**config.mk**
```make
export PLATFORM = sky130hd
export DESIGN_NAME = reg_file_cmd_ctrl
export DESIGN_NICKNAME = d
export VERILOG_FILES = /design/src/rtl/reg_file_cmd_ctrl.sv
export SDC_FILE = /design/constraint.sdc
export NUM_CORES = 1
export LEC_CHECK = 0
export CAP_MARGIN = 10
export CELL_PAD_IN_SITES_DETAIL_PLACEMENT = 0
export CELL_PAD_IN_SITES_GLOBAL_PLACEMENT = 1
export CORE_MARGIN = 2
export CORE_UTILIZATION = 35
export DETAILED_ROUTE_END_ITERATION = 7
export DONT_BUFFER_PORTS = 1
export PLACE_DENSITY = 0.69
export SLEW_MARGIN = 20
export SYNTH_ARGS = -nofsm -noshare
export SYNTH_HDL_FRONTEND = slang
export SYNTH_SLANG_ARGS = --single-unit
```
**constraint.sdc**
```tcl
create_clock -name CLK -period 1.9 [get_ports CLK]
set_clock_uncertainty 0.2 [all_clocks]
set_input_delay 0.285 -clock CLK [delete_from_list [all_inputs] [get_ports CLK]]
set_output_delay 0.285 -clock CLK [all_outputs]
set_load 0.005 [all_outputs]
```
**src/rtl/reg_file_cmd_ctrl.sv**
```systemverilog
// Command sequencer between the UART byte streams and a 16-entry register file.
// Decodes {WR_CMD, addr, data} and {RD_CMD, addr} frames and returns read bytes to UART TX.
module reg_file_cmd_ctrl #(
  parameter int unsigned           DATA_SIZE     = 8,
  parameter int unsigned           ADDRESS_WIDTH = 4,
  parameter logic [DATA_SIZE-1:0]  WR_CMD        = 8'hAA,
  parameter logic [DATA_SIZE-1:0]  RD_CMD        = 8'hBB,
  parameter int unsigned           TIMEOUT       = 8
) (
  input  logic                     CLK,
  input  logic                     RST,
  input  logic [DATA_SIZE-1:0]     RX_P_DATA,
  input  logic                     RX_D_VLD,
  input  logic [DATA_SIZE-1:0]     RF_RdData,
  input  logic                     RF_RdData_Valid,
  input  logic                     TX_BUSY,
  output logic [ADDRESS_WIDTH-1:0] RF_Address,
  output logic                     RF_WrEn,
  output logic                     RF_RdEn,
  output logic [DATA_SIZE-1:0]     RF_WrData,
  output logic [DATA_SIZE-1:0]     TX_P_DATA,
  output logic                     TX_D_VLD,
  output logic                     CMD_ERR,
  output logic                     CTRL_BUSY
);

  localparam int unsigned CNT_W = (TIMEOUT > 1) ? $clog2(TIMEOUT) : 1;
  localparam logic [CNT_W-1:0] CNT_LAST = CNT_W'(TIMEOUT - 1);

  typedef enum logic [2:0] {
    IDLE,
    WR_ADDR,
    WR_DATA,
    RD_ADDR,
    RD_WAIT,
    TX_SEND
  } state_t;

  state_t                   state, state_n;
  logic [DATA_SIZE-1:0]     addr_q, addr_n;
  logic [CNT_W-1:0]         cnt, cnt_n;
  logic [ADDRESS_WIDTH-1:0] rf_address_n;
  logic [DATA_SIZE-1:0]     rf_wr_data_n;
  logic [DATA_SIZE-1:0]     tx_p_data_n;
  logic                     wr_en_n, rd_en_n, tx_vld_n, err_n, busy_n;

  // An address byte is legal only when every bit above the register-file index is zero.
  function automatic logic in_range(input logic [DATA_SIZE-1:0] b);
    return ~|(b >> ADDRESS_WIDTH);
  endfunction

  always_comb begin
    state_n      = state;
    addr_n       = addr_q;
    cnt_n        = cnt;
    rf_address_n = RF_Address;
    rf_wr_data_n = RF_WrData;
    tx_p_data_n  = TX_P_DATA;
    wr_en_n      = 1'b0;
    rd_en_n      = 1'b0;
    tx_vld_n     = 1'b0;
    err_n        = 1'b0;

    case (state)
      IDLE: begin
        if (RX_D_VLD) begin
          if (RX_P_DATA == WR_CMD) begin
            state_n = WR_ADDR;
          end else if (RX_P_DATA == RD_CMD) begin
            state_n = RD_ADDR;
          end else begin
            err_n = 1'b1;
          end
        end
      end

      WR_ADDR: begin
        if (RX_D_VLD) begin
          addr_n  = RX_P_DATA;
          state_n = WR_DATA;
        end
      end

      WR_DATA: begin
        if (RX_D_VLD) begin
          if (in_range(addr_q)) begin
            rf_address_n = addr_q[ADDRESS_WIDTH-1:0];
            rf_wr_data_n = RX_P_DATA;
            wr_en_n      = 1'b1;
          end else begin
            err_n = 1'b1;
          end
          state_n = IDLE;
        end
      end

      RD_ADDR: begin
        if (RX_D_VLD) begin
          if (in_range(RX_P_DATA)) begin
            addr_n       = RX_P_DATA;
            rf_address_n = RX_P_DATA[ADDRESS_WIDTH-1:0];
            rd_en_n      = 1'b1;
            cnt_n        = '0;
            state_n      = RD_WAIT;
          end else begin
            err_n   = 1'b1;
            state_n = IDLE;
          end
        end
      end

      // Valid data with TX idle goes straight out so TX_D_VLD lands three cycles after the address byte.
      RD_WAIT: begin
        cnt_n = cnt + 1'b1;
        if (RX_D_VLD) begin
          err_n = 1'b1;
        end
        if (RF_RdData_Valid) begin
          tx_p_data_n = RF_RdData;
          if (!TX_BUSY) begin
            tx_vld_n = 1'b1;
            state_n  = IDLE;
          end else begin
            state_n = TX_SEND;
          end
        end else if (cnt == CNT_LAST) begin
          err_n   = 1'b1;
          state_n = IDLE;
        end
      end

      TX_SEND: begin
        if (RX_D_VLD) begin
          err_n = 1'b1;
        end
        if (!TX_BUSY) begin
          tx_vld_n = 1'b1;
          state_n  = IDLE;
        end
      end

      default: begin
        state_n = IDLE;
      end
    endcase

    busy_n = (state_n != IDLE);
  end

  always_ff @(posedge CLK) begin
    if (RST) begin
      state      <= IDLE;
      addr_q     <= '0;
      cnt        <= '0;
      RF_Address <= '0;
      RF_WrData  <= '0;
      TX_P_DATA  <= '0;
      RF_WrEn    <= 1'b0;
      RF_RdEn    <= 1'b0;
      TX_D_VLD   <= 1'b0;
      CMD_ERR    <= 1'b0;
      CTRL_BUSY  <= 1'b0;
    end else begin
      state      <= state_n;
      addr_q     <= addr_n;
      cnt        <= cnt_n;
      RF_Address <= rf_address_n;
      RF_WrData  <= rf_wr_data_n;
      TX_P_DATA  <= tx_p_data_n;
      RF_WrEn    <= wr_en_n;
      RF_RdEn    <= rd_en_n;
      TX_D_VLD   <= tx_vld_n;
      CMD_ERR    <= err_n;
      CTRL_BUSY  <= busy_n;
    end
  end

endmodule
```
# == After elaboration in Yosys (flattened, before gate mapping) ==
# Cells that the tools add are included.
# totals
regBits,39
latch_bits,0
ramBits,0
mem_bits_ro,0
input_bits,21
output_inout_bits,25
elab_cells,83
mem_count,0
# classes
n_addsub,1
n_mul,0
div_mod_pow,0
magnitude_cmp,0
eq_ne,13
n_shift,0
muxes,40
n_bitwise,4
n_reduce_logical,14
# ops
cell,count
3-bit two-way mux,13
8-bit two-way mux,3
3-bit case mux with 6 select lines,1
8-bit equality test (second input constant),2
4-bit two-way mux,4
8-bit case mux with 2 select lines,1
1-bit two-way mux,14
2-bit inequality test (second input constant),5
3-bit equality test (second input constant),3
4-bit case mux with 2 select lines,1
4-bit OR reduction,2
3-bit by 2-bit equality test with 1-bit output (second input constant),2
3-bit case mux with 2 select lines,1
3-bit AND reduction,2
2-bit nonzero test,3
3-bit OR reduction,2
1-bit case mux with 5 select lines,1
5-bit AND reduction,1
1-bit inverter,4
4-bit AND reduction,1
3-bit by 1-bit adder with 3-bit output (second input constant),1
3-bit by 1-bit equality test with 1-bit output (second input constant),1
3-bit logical NOT,1
3-bit nonzero test,1
2 further kinds,2

# == Longest topological paths before layout ==
# Gate-level depths: netlist (run 1).
# logic_depth
depth_word,6
mapped_depth,6
ltp_nobuf,5

# == Worst setup path before layout (run 1) ==
# No wires, ideal clock.
# synth_path
kind,flip-flop to flip-flop
startpoint,register addr_q[5]
endpoint,register RF_WrData[0]
setup_time_ns,0.128
arrival_time_ns,1.487
required_ns,1.572
slack_ns,0.086
path_stages_with_launch,5
n_path_buf,0
period_less_slack_ns,1.814
path_cell_list,dfxtp_1 -> or4_4 -> nor3_4 -> mux2i_1 -> nor2_1
# synth_via
elab_chain_len,3
# synth_lines
element,line,source
"start, declared",40,"logic [DATA_SIZE-1:0] addr_q, addr_n;"
"start signal, assigned",165,addr_q <= addr_n;
4-bit OR reduction,49,return ~|(b >> ADDRESS_WIDTH);
1-bit inverter (no line),-,
3-bit AND reduction (no line),-,
"end signal, assigned",168,RF_WrData <= rf_wr_data_n;
"end, declared",20,"output logic [DATA_SIZE-1:0] RF_WrData,"
# Every way passes these cells.
# A chain may end at the register's enable or synchronous reset.

# == Worst setup path after layout (run 1) ==
# layout_path
startpoint,register addr_q[6]
endpoint,register RF_WrData[4]
# Same word-level chain as after synthesis.

==> flow_metrics.py, run 1 <==
metrics = {
    "final_layout": {
        "finish.net_count": 227,
        "multi_input_area_um2": 828.3,
        "n_antenna_cell": 0,
        "num-fill-cells": 433,
        "area_growth_syn_to_layout_pct": 24.17,
        "drive_gt1_frac": 0.1220,
        "final_cell_mix": "dfxtp_1, nor2_1, nand2_1",
        "seq_area_um2": 782.0,
        "final_common_cell": "dfxtp_1",
    },
    "timing": {
        "hold_viol": 0,
        "fin_crit_ps": 1787,
        "tns_ps": 0,
        "finalCritPeriodShare": 0.9407,
        "slew_viol_final": 0,
        "rsz0062_at_grt": "no",
        "slew_headroom": 0.7398,
        "fmax_mhz": 559.5,
        "worstMarginPinSlew_ps": 385.2,
        "setup_viol": 0,
    },
    "floorplanning": {
        "core-area_um2": 4444,
        "ios": 46,
        "die_w_um": 72.70,
        "initial_utilization": 0.3716,
        "num_rows": 24,
        "die_h_um": 72.70,
        "die-area_um2": 5285,
    },
    "worst_setup_path": {
        "critPathMaxStageDelay_ps": 580,
        "crit_path_max_fanout": 8,
        "cpLargestDelayFamily": "simple AND/OR/NAND/NOR gates",
        "crit_path_start_kind": "register",
        "crit_required_ps": 1890,
        "endpoint_kind": "register",
        "path_buf_inv": 1,
        "critPathArrivalTime_ps": 1780,
        "cpMaxStageDelayCell": "or4_4",
        "crit_path_cell_trace": "or4_4, nor3_4, buf_6, mux2i_1, nor2_1",
        "worst-setup-path-type": "reg2reg",
    },
    "grt": {
        "grt_max_degree": 36,
        "overflow": 0,
        "grt_pass1_vias": 1371,
        "grt_pass1_wl_um": 6327,
        "track_usage": 0.1576,
        "antenna_found_initial": 0,
    },
    "clock_network": {
        "cts_tree": "yes",
        "clkSinkCount": 39,
        "worst_skew_pair.late_latency_ps": 290,
        "postCtsSetupRepairBufs": 0,
        "clockBufferDepth": 2,
        "clkTransAtPathRegs_ps": 80,
        "numCtsBuffers": 5,
        "ctsRootBufferMaster": "clkbuf_8",
        "htree_levels": 2,
    },
    "synth": {
        "ys_seq_area_frac": 0.4727,
        "netlist-cell-type-count": 36,
        "synth_area_per_cell_um2": 9.384,
        "synthCells": 176,
        "mappedNetlistArea_um2": 1652,
        "synth-seq-cells": 39,
        "ys_warn_count": 0,
        "synth_nets": 199,
    },
    "drt": {
        "ant_nets": 0,
        "wire_per_inst_um": 15.30,
        "drt_iter0_markers": 59,
        "via_count": 1387,
        "drc_errors": 0,
        "routed_wl_um": 3932,
        "drt_pass1_iterations": 4,
        "drt-vias-per-instance": 5.397,
    },
    "placed_design": {
        "dpl.hpwl_um": 2638,
        "place_congestion": 0.7347,
        "port_buffers": 0,
    },
    "hold_path": {
        "holdCritPathClass": "in2reg",
    },
    "pwr": {
        "ir_worst_vdd_mv": 0.3754,
        "power_mw": 1.433,
        "internal_power_mw": 1.115,
        "power_frac_comb": 0.049,
        "cellLeakagePower_nw": 0.8102,
        "swShare": 0.2219,
        "pwr-share-clk": 0.379,
        "p_seq_frac": 0.572,
        "power_density_nw_per_um2": 698.9,
        "p_switching_mw": 0.3181,
    },
    "job": {
        "cap_violations": 0,
    },
    "outcome": {
        "status": "finished, final reports clean",
    },
}
cell families after synthesis:
logic type      after synthesis  share of synthesized area
simple gates                 67                     0.2106
flops                        39                     0.4727
compound gates               36                     0.1485
mux                          20                     0.1212
buf+inv                      11                    0.02651
fa+ha+maj                     2                    0.01515
xor+xnor                      1                   0.005304
cell usage after synthesis:
master	instances	area, µm²
nor3b_1	3	22.52
o21bai_1	1	7.510
and3_1	1	6.260
nor2b_1	1	6.260
dfxtp_1	39	780.8
o41a_1	1	11.26
mux2i_1	20	200.2
nand3b_1	3	22.52
a31oi_1	3	18.77
a21o_1	2	15.01
o41ai_1	1	8.760
nand2b_1	1	6.260
inv_1	3	11.26
a21oi_1	16	80.08
a311oi_1	4	35.03
nor3_4	1	16.27
or4_4	2	22.52
nor2_1	22	82.58
nand4b_1	1	8.760
nor3_1	2	10.01
or2_2	1	6.260
ha_1	2	25.02
nor4bb_1	1	10.01
nor4_1	2	12.51
a2bb2oi_1	2	17.52
o22ai_4	1	20.02
or3b_2	1	8.760
and3b_1	2	17.52
nand3_1	2	10.01
nand2_1	21	78.83
a2111oi_0	1	8.760
o21a_1	1	7.510
clkbuf_1	6	22.52
xnor2_1	1	8.760
buf_2	2	10.01
o21ai_0	3	15.01
area by class of cell:
class	instances	share of cell area
Multi-Input combinational cell	126	0.4039
Sequential cell	39	0.3813
Timing Repair Buffer	29	0.1361
Clock buffer	6	0.03539
Tap cell	52	0.03173
Clock inverter	2	0.006101
Inverter	3	0.005491
power groups by stage:
stage | logic [mW] | registers, mW | clock network [mW]
after CTS | 0.0693 | 0.820 | 0.563
after global routing | 0.0768 | 0.820 | 0.608
after global placement | 0.0215 | 0.839 | 0
after floorplan | 0.0282 | 0.839 | 0
after detailed placement | 0.0222 | 0.839 | 0
final | 0.0709 | 0.820 | 0.542
stage by stage:
stage | area [µm²] | util | setup slack (ps) | hold WS, ps | instances
after floorplan | 1652 | - | 85.69 | 161.7 | 176
after CTS | 2034 | 0.4578 | 68.75 | 1.407 | 256
after detailed placement | 1759 | 0.3958 | 91.41 | 161.1 | 230
final | 2051 | 0.4614 | 112.7 | 8.031 | 257
after global placement | 1759 | 0.3958 | 145.4 | 159.2 | 230
after global routing | 2051 | 0.4614 | 9.170 | 27.89 | 257
routing by layer:
metal	track usage	part of all wire	up-vias
li1	-	-	687
met1	0.1854	0.45	637
met2	0.2596	0.47	57
met3	0.06354	0.078	6
met4	0.05556	0.011	0
met5	0	0	-
worst reg2reg max path: cells and delay by family, from the launching register on:
family	cells	cell delay, ps
and+or+nand+nor	3	780
DFF	1	310
muxes	1	220
buffers and inverters	1	170
sequential cells by signal (all words and copies together) (netlist names):
name        flops
RF_WrEn         1
TX_D_VLD        1
addr_q          8
CTRL_BUSY       1
state           3
TX_P_DATA       8
cnt             3
CMD_ERR         1
RF_Address      4
RF_WrData       8
RF_RdEn         1
repair_timing:
| item | CTS | global route |
|---|---|---|
| hold endpoints to repair | 35 | 1 |
| hold buffers | 18 | 1 |
| setup endpoints to repair | 0 | 8 |
| resized for setup | 0 | 3 |
worst paths after layout:
path	start	endpoint	slack, ps	depth (start not counted)
hold reg to reg	TX_P_DATA[5]	TX_P_DATA[5]	280	2
setup / recovery	addr_q[6]	RF_WrData[4]	110	5
hold / removal	RST	state[2]	8	2
setup reg to reg	addr_q[6]	RF_WrData[4]	110	5
Power figures use the tool's default switching activity.
==> inputs of run 2 (changes only) <==
--- a/config.mk
+++ b/config.mk
@@ -9,10 +9,10 @@
 export CELL_PAD_IN_SITES_DETAIL_PLACEMENT = 0
 export CELL_PAD_IN_SITES_GLOBAL_PLACEMENT = 1
 export CORE_MARGIN = 2
-export CORE_UTILIZATION = 35
+export CORE_UTILIZATION = 41
 export DETAILED_ROUTE_END_ITERATION = 7
 export DONT_BUFFER_PORTS = 1
-export PLACE_DENSITY = 0.69
+export PLACE_DENSITY = 0.78
 export SLEW_MARGIN = 20
 export SYNTH_ARGS = -nofsm -noshare
 export SYNTH_HDL_FRONTEND = slang
==> run 2 against run 1 <==
Against the previous run: sequential share of layout area is 1.0 points lower; count of clock-buffer cells in the layout down 1; power increased by 10%; die area down 14%; via count decreased by 1.0%; sequential power about the same; fmax down 1.9%; final area rose by 2.6%; combinational power up 0.7%; first-iteration DRC count decreased by 47%; critical path depth is the same; critical endpoint is now RF_WrData[6].
==> flow_metrics.py, run 2 (synthesis results as in run 1) <==
metrics = {
    "grt": {
        "track_usage": 0.1756,
        "grt_pass1_vias": 1386,
        "overflow": 0,
        "antenna_found_initial": 0,
        "grt_pass1_wl_um": 5996,
        "grt_max_degree": 37,
    },
    "clock_network": {
        "clkTransAtPathRegs_ps": 80,
        "ctsRootBufferMaster": "clkbuf_8",
        "cts_tree": "yes",
        "worst_skew_pair.late_latency_ps": 300,
        "clkSinkCount": 39,
        "htree_levels": 2,
        "clockBufferDepth": 2,
        "numCtsBuffers": 5,
    },
    "placed_design": {
        "dp_slack_ps": 90.55,
        "placed_cell_area_um2": 1777,
        "place_congestion": 0.7841,
        "dp_cells": 229,
        "dpl.hpwl_um": 2613,
        "port_buffers": 0,
    },
    "worst_setup_path": {
        "critPathArrivalTime_ps": 1810,
        "reg2reg_depth": 5,
        "crit_required_ps": 1890,
        "crit_path_start_kind": "register",
        "worst-setup-path-type": "reg2reg",
        "crit_start": "addr_q[5]",
        "rr_startpoint": "addr_q[5]",
        "r2r_slack_ps": 80,
        "endpoint_kind": "register",
        "rr_endpoint": "RF_WrData[6]",
        "crit_path_max_fanout": 8,
    },
    "final_layout": {
        "drive_gt1_frac": 0.1353,
        "final_common_cell": "dfxtp_1",
        "final_area_um2": 2103,
        "final_cell_mix": "dfxtp_1, nor2_1, nand2_1",
        "multi_input_area_um2": 833.3,
        "area_growth_syn_to_layout_pct": 27.35,
        "fin_cells": 257,
        "final_util": 0.5335,
        "reg_top3": "RF_WrData (8), TX_P_DATA (8), addr_q (8)",
        "num-fill-cells": 362,
        "seq_area_um2": 780.7,
        "n_antenna_cell": 0,
        "finish.net_count": 229,
    },
    "hold_path": {
        "hold_start": "RX_P_DATA[3]",
        "whs_endpoint": "RF_Address[3]",
        "hold_depth": 2,
        "holdCritPathClass": "in2reg",
    },
    "outcome": {
        "status": "finished, final reports clean",
    },
    "timing": {
        "rsz0062_at_grt": "no",
        "fin_hold_ws_ps": 38.39,
        "finalCritPeriodShare": 0.9587,
        "hold_viol": 0,
        "tns_ps": 0,
        "slew_headroom": 0.6607,
        "fin_ws_ps": 78.48,
        "setup_viol": 0,
        "fin_crit_ps": 1822,
        "fmax_mhz": 549.0,
        "slew_viol_final": 0,
        "worstMarginPinSlew_ps": 496.1,
    },
    "floorplanning": {
        "num_rows": 23,
        "die_h_um": 67.47,
        "core-area_um2": 3943,
        "ios": 46,
        "initial_utilization": 0.4189,
        "die-area_um2": 4552,
        "die_w_um": 67.47,
    },
    "drt": {
        "ant_nets": 0,
        "wire_per_inst_um": 14.70,
        "routed_wl_um": 3779,
        "via_count": 1373,
        "drc_errors": 0,
        "drt_iter0_markers": 31,
        "drt_pass1_iterations": 5,
        "drt-vias-per-instance": 5.342,
    },
    "pwr": {
        "cellLeakagePower_nw": 0.8402,
        "power_density_nw_per_um2": 749.6,
        "power_mw": 1.577,
        "ir_worst_vdd_mv": 0.3880,
    },
    "job": {
        "cap_violations": 0,
    },
}
run 2: critical path, stage by stage, from the launching register on:
cell and delay (ps):
dfxtp_1 320, or4_4 580, nor3_4 200, buf_12 170, mux2i_1 190, nor2_1 50
run 2: routing by layer:
metal  wire length [µm]  vias to the layer above  part of all wire  global-route usage
met1               1625                      638              0.43              0.1926
met4                 44                        0             0.012             0.05867
met3                294                        6             0.078             0.07667
met2               1814                       43              0.48              0.3015
li1                   -                      686                 -                   -
met5                  0                        -                 0                   0
run 2: worst max-delay path by stage:
stage | endpoint | cells past startpoint | slack [ps]
4_1_cts | RF_WrData[6] | 5 | 60
5_1_grt | RF_WrData[2] | 5 | 4
3_5_place_dp | RF_WrData[6] | 5 | 90
3_3_place_gp | RF_WrData[1] | 5 | 150
2_1_floorplan | RF_WrData[0] | 4 | 90
6_report | RF_WrData[6] | 5 | 80
run 2: final cells by class:
| cell class | instances | share of cell area |
|---|---|---|
| Sequential cell | 39 | 0.3712 |
| Tap cell | 50 | 0.02974 |
| Timing Repair Buffer | 31 | 0.1440 |
| Multi-Input combinational cell | 126 | 0.3962 |
| Clock buffer | 5 | 0.03272 |
| Clock inverter | 3 | 0.02082 |
| Inverter | 3 | 0.005354 |
run 2: report_power, final:
part / switching (mW) / internal [mW]
registers: 0.00137 / 0.819
clock network: 0.295 / 0.391
logic: 0.0306 / 0.0408
run 2: repair_timing:
item | 4_1_cts | 5_1_grt
endpoints found under the setup margin | 0 | 5
hold buffers | 19 | 0
gates resized for setup | 0 | 1
setup buffers | 0 | 1
endpoints found under the hold margin | 39 | 0
